[config.mk]
export PLATFORM = sky130hd
export DESIGN_NAME = corelet_ctrl_flat
export DESIGN_NICKNAME = d
export VERILOG_FILES = /design/src/rtl/corelet_ctrl_if.sv /design/src/rtl/corelet_ctrl.sv /design/src/flat_wrapper.sv
export SDC_FILE = /design/constraint.sdc
export NUM_CORES = 1
export LEC_CHECK = 0
export ABC_AREA = 1
export BUFFER_PORTS_ARGS = -buffer_cell sky130_fd_sc_hd__buf_4
export CORE_ASPECT_RATIO = 0.9
export CORE_MARGIN = 2
export CORE_UTILIZATION = 58
export DETAILED_ROUTE_END_ITERATION = 12
export PLACE_DENSITY = 0.81
export SLEW_MARGIN = 20
export SYNTH_ARGS = -nofsm -noshare
export SYNTH_HDL_FRONTEND = slang
export SYNTH_SLANG_ARGS = --single-unit
[constraint.sdc]
create_clock -name clk -period 2.75 [get_ports clk]
set_clock_uncertainty 0.2 [all_clocks]
set_input_delay 0.55 -clock clk [delete_from_list [all_inputs] [get_ports clk]]
set_output_delay 0.55 -clock clk [all_outputs]
set_load 0.005 [all_outputs]
[src/rtl/corelet_ctrl_if.sv]
// Bundle of the control, corelet strobe and SRAM signals that surround the
// corelet tile controller. The master view belongs to the controller; the
// slave view belongs to whatever hosts it (host logic, memories, array).
interface corelet_ctrl_if #(
  parameter int addr_w = 11,
  parameter int len_w  = 8
);

  // Tile request and configuration
  logic              start;
  logic              abort;
  logic [len_w-1:0]  i_len;
  logic              i_mode;
  logic              i_acc;
  logic [addr_w-1:0] i_w_base;
  logic [addr_w-1:0] i_a_base;
  logic [addr_w-1:0] i_p_base;

  // Corelet status
  logic              ofifo_valid;

  // Corelet instruction and strobes
  logic [1:0]        inst_w;
  logic              l0_wr;
  logic              l0_rd;
  logic              ofifo_rd;
  logic              sfp_acc_en;
  logic              mode;

  // SRAM side
  logic              xmem_cen;
  logic              pmem_cen;
  logic              pmem_wen;
  logic [addr_w-1:0] xmem_addr;
  logic [addr_w-1:0] pmem_addr;

  // Tile status
  logic              busy;
  logic              done;

  modport master (
    input  start, abort, i_len, i_mode, i_acc, i_w_base, i_a_base, i_p_base,
    input  ofifo_valid,
    output inst_w, l0_wr, l0_rd, ofifo_rd, sfp_acc_en, mode,
    output xmem_cen, pmem_cen, pmem_wen, xmem_addr, pmem_addr,
    output busy, done
  );

  modport slave (
    output start, abort, i_len, i_mode, i_acc, i_w_base, i_a_base, i_p_base,
    output ofifo_valid,
    input  inst_w, l0_wr, l0_rd, ofifo_rd, sfp_acc_en, mode,
    input  xmem_cen, pmem_cen, pmem_wen, xmem_addr, pmem_addr,
    input  busy, done
  );

endinterface

[src/rtl/corelet_ctrl.sv]
// Corelet tile controller. Sequences one tile: fill L0 with weights from
// XMEM, load them into the PE array, let them settle, stream activations
// through L0 into the array, drain OFIFO rows into PMEM and optionally read
// the partial sums back for an accumulate pass.
//
// Every output is a flop. Strobes for the cycle are computed from the
// current state and land on the pins one cycle later, so l0_wr naturally
// trails the XMEM read that feeds it and sfp_acc_en trails the PMEM read.
// The fill states run one extra cycle after their last read so the final
// delayed l0_wr never coincides with the first l0_rd of the next state.
module corelet_ctrl #(
  parameter int row    = 8,
  parameter int col    = 8,
  parameter int addr_w = 11,
  parameter int len_w  = 8
) (
  input  logic           clk,
  input  logic           reset,
  corelet_ctrl_if.master bus
);

  // Counter must reach col (fill drain cycle), row+col-1 (settle) and len.
  localparam int cnt_a = len_w + 1;
  localparam int cnt_b = $clog2(row + col + 1);
  localparam int cnt_w = (cnt_a > cnt_b) ? cnt_a : cnt_b;

  localparam logic [cnt_w-1:0] col_end   = cnt_w'(col);
  localparam logic [cnt_w-1:0] col_last  = cnt_w'(col - 1);
  localparam logic [cnt_w-1:0] wait_last = cnt_w'(row + col - 1);

  localparam logic [1:0] inst_idle = 2'b00;
  localparam logic [1:0] inst_load = 2'b01;
  localparam logic [1:0] inst_exec = 2'b10;

  typedef enum logic [3:0] {
    S_IDLE,
    S_W_FILL,
    S_W_LOAD,
    S_W_WAIT,
    S_A_FILL,
    S_EXEC,
    S_DRAIN,
    S_ACC,
    S_FIN
  } state_t;

  state_t            state_q, state_d;
  logic [cnt_w-1:0]  cnt_q, cnt_d;

  logic [len_w-1:0]  len_q, len_d;
  logic              acc_q, acc_d;
  logic              mode_q, mode_d;
  logic [addr_w-1:0] w_base_q, w_base_d;
  logic [addr_w-1:0] a_base_q, a_base_d;
  logic [addr_w-1:0] p_base_q, p_base_d;

  logic [1:0]        inst_w_q, inst_w_d;
  logic              l0_wr_q, l0_wr_d;
  logic              l0_rd_q, l0_rd_d;
  logic              ofifo_rd_q, ofifo_rd_d;
  logic              sfp_acc_en_q, sfp_acc_en_d;
  logic              xmem_cen_q, xmem_cen_d;
  logic              pmem_cen_q, pmem_cen_d;
  logic              pmem_wen_q, pmem_wen_d;
  logic [addr_w-1:0] xmem_addr_q, xmem_addr_d;
  logic [addr_w-1:0] pmem_addr_q, pmem_addr_d;
  logic              busy_q, busy_d;
  logic              done_q, done_d;

  logic [cnt_w-1:0]  len_end;
  logic [cnt_w-1:0]  len_last;
  logic [addr_w-1:0] cnt_addr;

  assign len_end  = cnt_w'(len_q);
  assign len_last = len_end - cnt_w'(1);
  assign cnt_addr = addr_w'(cnt_q);

  // Next-state, latched configuration and next-cycle strobes.
  always_comb begin
    state_d      = state_q;
    cnt_d        = cnt_q;
    len_d        = len_q;
    acc_d        = acc_q;
    mode_d       = mode_q;
    w_base_d     = w_base_q;
    a_base_d     = a_base_q;
    p_base_d     = p_base_q;
    inst_w_d     = inst_idle;
    l0_wr_d      = xmem_cen_q;
    l0_rd_d      = 1'b0;
    ofifo_rd_d   = 1'b0;
    sfp_acc_en_d = pmem_cen_q & ~pmem_wen_q;
    xmem_cen_d   = 1'b0;
    pmem_cen_d   = 1'b0;
    pmem_wen_d   = 1'b0;
    xmem_addr_d  = '0;
    pmem_addr_d  = '0;
    done_d       = 1'b0;

    if (bus.abort) begin
      state_d      = S_IDLE;
      cnt_d        = '0;
      l0_wr_d      = 1'b0;
      sfp_acc_en_d = 1'b0;
    end else begin
      case (state_q)
        S_IDLE: begin
          cnt_d = '0;
          if (bus.start) begin
            if (bus.i_len != '0) begin
              len_d    = bus.i_len;
              acc_d    = bus.i_acc;
              mode_d   = bus.i_mode;
              w_base_d = bus.i_w_base;
              a_base_d = bus.i_a_base;
              p_base_d = bus.i_p_base;
              state_d  = S_W_FILL;
            end else begin
              done_d = 1'b1;
            end
          end
        end

        S_W_FILL: begin
          if (cnt_q == col_end) begin
            state_d = S_W_LOAD;
            cnt_d   = '0;
          end else begin
            xmem_cen_d  = 1'b1;
            xmem_addr_d = w_base_q + cnt_addr;
            cnt_d       = cnt_q + cnt_w'(1);
          end
        end

        S_W_LOAD: begin
          l0_rd_d  = 1'b1;
          inst_w_d = inst_load;
          if (cnt_q == col_last) begin
            state_d = S_W_WAIT;
            cnt_d   = '0;
          end else begin
            cnt_d = cnt_q + cnt_w'(1);
          end
        end

        S_W_WAIT: begin
          if (cnt_q == wait_last) begin
            state_d = S_A_FILL;
            cnt_d   = '0;
          end else begin
            cnt_d = cnt_q + cnt_w'(1);
          end
        end

        S_A_FILL: begin
          if (cnt_q == len_end) begin
            state_d = S_EXEC;
            cnt_d   = '0;
          end else begin
            xmem_cen_d  = 1'b1;
            xmem_addr_d = a_base_q + cnt_addr;
            cnt_d       = cnt_q + cnt_w'(1);
          end
        end

        S_EXEC: begin
          l0_rd_d  = 1'b1;
          inst_w_d = inst_exec;
          if (cnt_q == len_last) begin
            state_d = S_DRAIN;
            cnt_d   = '0;
          end else begin
            cnt_d = cnt_q + cnt_w'(1);
          end
        end

        S_DRAIN: begin
          if (bus.ofifo_valid) begin
            ofifo_rd_d  = 1'b1;
            pmem_cen_d  = 1'b1;
            pmem_wen_d  = 1'b1;
            pmem_addr_d = p_base_q + cnt_addr;
            if (cnt_q == len_last) begin
              state_d = acc_q ? S_ACC : S_FIN;
              cnt_d   = '0;
            end else begin
              cnt_d = cnt_q + cnt_w'(1);
            end
          end
        end

        S_ACC: begin
          pmem_cen_d  = 1'b1;
          pmem_addr_d = p_base_q + cnt_addr;
          if (cnt_q == len_last) begin
            state_d = S_FIN;
            cnt_d   = '0;
          end else begin
            cnt_d = cnt_q + cnt_w'(1);
          end
        end

        S_FIN: begin
          state_d = S_IDLE;
          cnt_d   = '0;
        end

        default: begin
          state_d = S_IDLE;
          cnt_d   = '0;
        end
      endcase

      if (state_d == S_FIN) begin
        done_d = 1'b1;
      end
    end

    busy_d = (state_d != S_IDLE);
  end

  // State, configuration and output registers; reset abandons any tile.
  always_ff @(posedge clk or negedge reset) begin
    if (!reset) begin
      state_q      <= S_IDLE;
      cnt_q        <= '0;
      len_q        <= '0;
      acc_q        <= 1'b0;
      mode_q       <= 1'b0;
      w_base_q     <= '0;
      a_base_q     <= '0;
      p_base_q     <= '0;
      inst_w_q     <= inst_idle;
      l0_wr_q      <= 1'b0;
      l0_rd_q      <= 1'b0;
      ofifo_rd_q   <= 1'b0;
      sfp_acc_en_q <= 1'b0;
      xmem_cen_q   <= 1'b0;
      pmem_cen_q   <= 1'b0;
      pmem_wen_q   <= 1'b0;
      xmem_addr_q  <= '0;
      pmem_addr_q  <= '0;
      busy_q       <= 1'b0;
      done_q       <= 1'b0;
    end else begin
      state_q      <= state_d;
      cnt_q        <= cnt_d;
      len_q        <= len_d;
      acc_q        <= acc_d;
      mode_q       <= mode_d;
      w_base_q     <= w_base_d;
      a_base_q     <= a_base_d;
      p_base_q     <= p_base_d;
      inst_w_q     <= inst_w_d;
      l0_wr_q      <= l0_wr_d;
      l0_rd_q      <= l0_rd_d;
      ofifo_rd_q   <= ofifo_rd_d;
      sfp_acc_en_q <= sfp_acc_en_d;
      xmem_cen_q   <= xmem_cen_d;
      pmem_cen_q   <= pmem_cen_d;
      pmem_wen_q   <= pmem_wen_d;
      xmem_addr_q  <= xmem_addr_d;
      pmem_addr_q  <= pmem_addr_d;
      busy_q       <= busy_d;
      done_q       <= done_d;
    end
  end

  assign bus.inst_w     = inst_w_q;
  assign bus.l0_wr      = l0_wr_q;
  assign bus.l0_rd      = l0_rd_q;
  assign bus.ofifo_rd   = ofifo_rd_q;
  assign bus.sfp_acc_en = sfp_acc_en_q;
  assign bus.mode       = mode_q;
  assign bus.xmem_cen   = xmem_cen_q;
  assign bus.pmem_cen   = pmem_cen_q;
  assign bus.pmem_wen   = pmem_wen_q;
  assign bus.xmem_addr  = xmem_addr_q;
  assign bus.pmem_addr  = pmem_addr_q;
  assign bus.busy       = busy_q;
  assign bus.done       = done_q;

endmodule

[src/flat_wrapper.sv]
// flat-port wrapper written by rule: the top's interface ports become plain ports
module corelet_ctrl_flat 
#(
  parameter int row    = 8,
  parameter int col    = 8,
  parameter int addr_w = 11,
  parameter int len_w  = 8
)
  (clk, reset, bus_start, bus_abort, bus_i_len, bus_i_mode, bus_i_acc, bus_i_w_base, bus_i_a_base, bus_i_p_base, bus_ofifo_valid, bus_inst_w, bus_l0_wr, bus_l0_rd, bus_ofifo_rd, bus_sfp_acc_en, bus_mode, bus_xmem_cen, bus_pmem_cen, bus_pmem_wen, bus_xmem_addr, bus_pmem_addr, bus_busy, bus_done);
  corelet_ctrl_if #(.addr_w(addr_w), .len_w(len_w)) bus_i ();
  input  logic clk;
  input  logic reset;
  input wire logic [$bits(bus_i.start)-1:0] bus_start;
  input wire logic [$bits(bus_i.abort)-1:0] bus_abort;
  input wire logic [$bits(bus_i.i_len)-1:0] bus_i_len;
  input wire logic [$bits(bus_i.i_mode)-1:0] bus_i_mode;
  input wire logic [$bits(bus_i.i_acc)-1:0] bus_i_acc;
  input wire logic [$bits(bus_i.i_w_base)-1:0] bus_i_w_base;
  input wire logic [$bits(bus_i.i_a_base)-1:0] bus_i_a_base;
  input wire logic [$bits(bus_i.i_p_base)-1:0] bus_i_p_base;
  input wire logic [$bits(bus_i.ofifo_valid)-1:0] bus_ofifo_valid;
  output wire logic [$bits(bus_i.inst_w)-1:0] bus_inst_w;
  output wire logic [$bits(bus_i.l0_wr)-1:0] bus_l0_wr;
  output wire logic [$bits(bus_i.l0_rd)-1:0] bus_l0_rd;
  output wire logic [$bits(bus_i.ofifo_rd)-1:0] bus_ofifo_rd;
  output wire logic [$bits(bus_i.sfp_acc_en)-1:0] bus_sfp_acc_en;
  output wire logic [$bits(bus_i.mode)-1:0] bus_mode;
  output wire logic [$bits(bus_i.xmem_cen)-1:0] bus_xmem_cen;
  output wire logic [$bits(bus_i.pmem_cen)-1:0] bus_pmem_cen;
  output wire logic [$bits(bus_i.pmem_wen)-1:0] bus_pmem_wen;
  output wire logic [$bits(bus_i.xmem_addr)-1:0] bus_xmem_addr;
  output wire logic [$bits(bus_i.pmem_addr)-1:0] bus_pmem_addr;
  output wire logic [$bits(bus_i.busy)-1:0] bus_busy;
  output wire logic [$bits(bus_i.done)-1:0] bus_done;
  assign bus_i.start = bus_start;
  assign bus_i.abort = bus_abort;
  assign bus_i.i_len = bus_i_len;
  assign bus_i.i_mode = bus_i_mode;
  assign bus_i.i_acc = bus_i_acc;
  assign bus_i.i_w_base = bus_i_w_base;
  assign bus_i.i_a_base = bus_i_a_base;
  assign bus_i.i_p_base = bus_i_p_base;
  assign bus_i.ofifo_valid = bus_ofifo_valid;
  assign bus_inst_w = bus_i.inst_w;
  assign bus_l0_wr = bus_i.l0_wr;
  assign bus_l0_rd = bus_i.l0_rd;
  assign bus_ofifo_rd = bus_i.ofifo_rd;
  assign bus_sfp_acc_en = bus_i.sfp_acc_en;
  assign bus_mode = bus_i.mode;
  assign bus_xmem_cen = bus_i.xmem_cen;
  assign bus_pmem_cen = bus_i.pmem_cen;
  assign bus_pmem_wen = bus_i.pmem_wen;
  assign bus_xmem_addr = bus_i.xmem_addr;
  assign bus_pmem_addr = bus_i.pmem_addr;
  assign bus_busy = bus_i.busy;
  assign bus_done = bus_i.done;
  corelet_ctrl #(.row(row), .col(col), .addr_w(addr_w), .len_w(len_w)) u_core (.clk(clk), .reset(reset), .bus(bus_i));
endmodule
==> flow_metrics.py <==
metrics = {
    "routing": {
        "top_layer": "met4",
        "ant_nets": 0,
        "routed-wl-met2_mm": 6.55,
        "drt_first_pass_iters": 5,
        "drt_iter0_drc": 344,
        "num_vias": 4822,
        "drt-total-wl_mm": 13.6,
        "wl_per_cell_um": 15.7,
        "wl_met1_mm": 5.77,
        "viasPerCell": 5.56,
        "drc": 0,
        "met3_length_um": 909,
    },
    "clock_network": {
        "cts_buffers": 9,
        "cts_tree": "done",
        "clk_latency_ps": 370,
        "cts_setup_buffers": 0,
        "clockRootBuffer": "clkbuf_8",
        "ctsHtreeMaxLevel": 3,
        "clk_path_buf_depth": 2,
        "clkTransAtPathRegs_ps": 80,
        "cts_num_sinks": 88,
        "cts_resized": 0,
    },
    "timing": {
        "setup_tns_ps": 0,
        "hold_viol_final": 0,
        "worstMarginPinSlew_ps": 903,
        "setup_violations": 0,
        "whs_ps": 194,
        "fmax_mhz": 389,
        "rsz0062_at_grt": "false",
        "period_share_pct": 93.6,
        "slew_viol_final": 0,
        "min_period_ps": 2570,
        "slew-limit-headroom_pct": 39.6,
    },
    "critical_path": {
        "cp.depth": 5,
        "crit_type": "reg -> reg",
        "crit_fanout": 31,
        "critical_path.top_delay_family": "simple AND/OR/NAND/NOR gates",
        "arrival_ps": 2620,
        "critical-path-max-stage-delay_ps": 770,
        "r2r-end": "u_core.w_base_q[1]$_DFFE_PN0P_",
        "r2r_start": "u_core.state_q[1]$_DFF_PN0_",
        "cp-start-kind": "flip-flop",
        "required_ps": 2800,
        "ff2ff_path_depth": 5,
        "end_kind": "flip-flop",
        "path_buf_inv": 1,
        "regToRegSetupSlack_ps": 180,
        "crit_chain": "nor2_4, nand3_1, nor3_4, buf_12, mux2_2",
        "slowest_stage": "nor3_4",
    },
    "synth": {
        "synth_warnings": 0,
        "async_flop_share_pct": 100,
        "yosysSeqAreaShare_pct": 41.0,
        "syn_nets": 731,
        "synth_cell_types": 39,
        "synth.avg_cell_area_sq_um": 8.26,
        "syn_inst": 650,
        "synth-main-ff-cell": "dfrtp_1",
        "synthesis.area_sq_um": 5370,
        "ys_ff_latch": 88,
        "synth_edf_count": 0,
    },
    "grt": {
        "antenna_found_initial": 0,
        "grt_pass1_vias": 4777,
        "grt_pass1_wl_mm": 23.0,
        "overflow": 0,
        "grt_usage_pct": 29.4,
        "grt_max_degree": 50,
    },
    "pwr": {
        "power_density_nw_per_um2": 506,
        "total_power_w": 0.00322,
        "p_leak_nw": 3.17,
        "peakVddDrop_mv": 0.532,
    },
    "floorplanning": {
        "rows": 33,
        "design.die.area_sq_um": 10000,
        "die_x_um": 105,
        "chipHeight_um": 95.3,
        "io-pin-count": 82,
        "start_util_pct": 59.4,
        "core_sq_um": 9040,
    },
    "placed_design": {
        "portBuffers": 81,
        "place_area_sq_um": 6170,
        "hpwl_mm": 10.5,
        "gp_congestion": 0.978,
        "dp_cells": 852,
    },
    "min_path": {
        "hold_depth": 2,
        "hold_path_end": "u_core.p_base_q[4]$_DFFE_PN0P_",
        "min_from": "bus_i_p_base[4]",
        "min_path_type": "in -> reg",
    },
    "finish": {
        "instances_no_fill": 868,
        "area_delta_synth_final_pct": 18.5,
        "drive_above_1_share_pct": 21.7,
        "final_cell_mix": "nand2_1 (145), buf_4 (89), dfrtp_1 (88)",
        "n_fill_cell": 731,
        "final_common_cell": "nand2_1",
        "fin_area_sq_um": 6370,
        "antenna_cells": 0,
        "nNetsFinal": 823,
    },
    "status": {
        "status": "completed",
    },
    "flow_run": {
        "maxCapViolations": 0,
    },
}
## timing repair
item                       in CTS  in global routing
setup endpoints to repair       0                  0
hold endpoints to repair       39                  0
hold buffers                    1                  0
## cells by family after synthesis
logic type / count (synthesis) / share of synthesized area (%)
AOI/OAI and AO/OA: 111 / 11.7
xor gates and xnor gates: 15 / 2.45
adders and majority gates: 33 / 8.11
buffers and inverters: 81 / 6.08
DFF: 88 / 41.0
muxes: 32 / 6.71
and+or+nand+nor: 290 / 23.9
## worst max path at each step
stage / start / endpoint
after floorplan: u_core.cnt_q[0]$_DFFE_PN0P_ / u_core.bus.xmem_addr[6]$_DFF_PN0_
after global placement: bus_i_len[5] / u_core.w_base_q[1]$_DFFE_PN0P_
after detailed placement: bus_start / u_core.w_base_q[0]$_DFFE_PN0P_
after CTS: u_core.cnt_q[0]$_DFFE_PN0P_ / u_core.bus.xmem_addr[6]$_DFF_PN0_
after global routing: u_core.cnt_q[1]$_DFFE_PN0P_ / u_core.bus.busy$_DFF_PN0_
final: u_core.state_q[1]$_DFF_PN0_ / u_core.w_base_q[1]$_DFFE_PN0P_
## worst reg2reg max path, stage by stage, from the launching register on
cell and delay (ps):
dfrtp_1 470, nor2_4 170, nand3_1 170, nor3_4 770, buf_12 300, mux2_2 370
## final cells by class
type                            count  area, sq um  area share, %
Clock buffer                       12          145           2.28
Multi-Input combinational cell    481         2840           44.7
Clock inverter                      3         42.5          0.668
Timing Repair Buffer               92          718           11.3
Sequential cell                    88         2200           34.6
Inverter                           70          263           4.13
Tap cell                          122          153           2.40
## flip-flops by register name, indices dropped and copies added (netlist names), 2 cells and up
| name | count |
|---|---|
| u_core.a_base_q | 11 |
| u_core.w_base_q | 11 |
| u_core.state_q | 4 |
| u_core.cnt_q | 9 |
| u_core.bus.pmem_addr | 11 |
| u_core.p_base_q | 11 |
| u_core.bus.xmem_addr | 11 |
| u_core.bus.inst_w | 2 |
| u_core.len_q | 8 |
## where the power goes
part / leakage [nW] / internal [W] / switching, W
sequential: 1.14 / 0.00144 / 0.000125
combinational: 1.94 / 0.000330 / 0.000451
clock: 0.0925 / 0.000439 / 0.000439
total: 3.17 / 0.00221 / 0.00101
## synth_stat cells, types with 3 or more instances
cell type	count	area [sq um]
a21oi_1	50	250
buf_2	3	15.0
buf_4	5	37.5
clkbuf_1	3	11.3
dfrtp_1	88	2200
fa_1	3	60.1
ha_1	30	375
inv_1	61	229
inv_2	9	33.8
mux2_1	14	158
mux2_2	18	203
nand2_1	145	544
nand2_2	3	18.8
nand3_1	38	190
nand4_1	8	50.1
nor2_1	66	248
nor2_2	8	50.1
nor2_4	4	45.0
nor3_1	8	40.0
o2111ai_1	3	26.3
o21ai_0	36	180
o21ai_2	8	70.1
o22ai_1	4	25.0
xnor2_1	7	61.3
xor2_1	8	70.1
## routing by layer
layer,global-route usage [%],vias up
li1,-,2333
met1,36.8,2258
met2,50.8,195
met3,6.22,36
met4,10.6,0
met5,0,-
## through the flow
step / utilization, % / worst slack [ps]
2_1_floorplan: - / 637
3_3_place_gp: 68.2 / 256
3_5_place_dp: 68.2 / 154
4_1_cts: 70.4 / 194
5_1_grt: 70.4 / 5.65
6_report: 70.4 / 177
No activity file was read; power rests on OpenSTA's default activity.
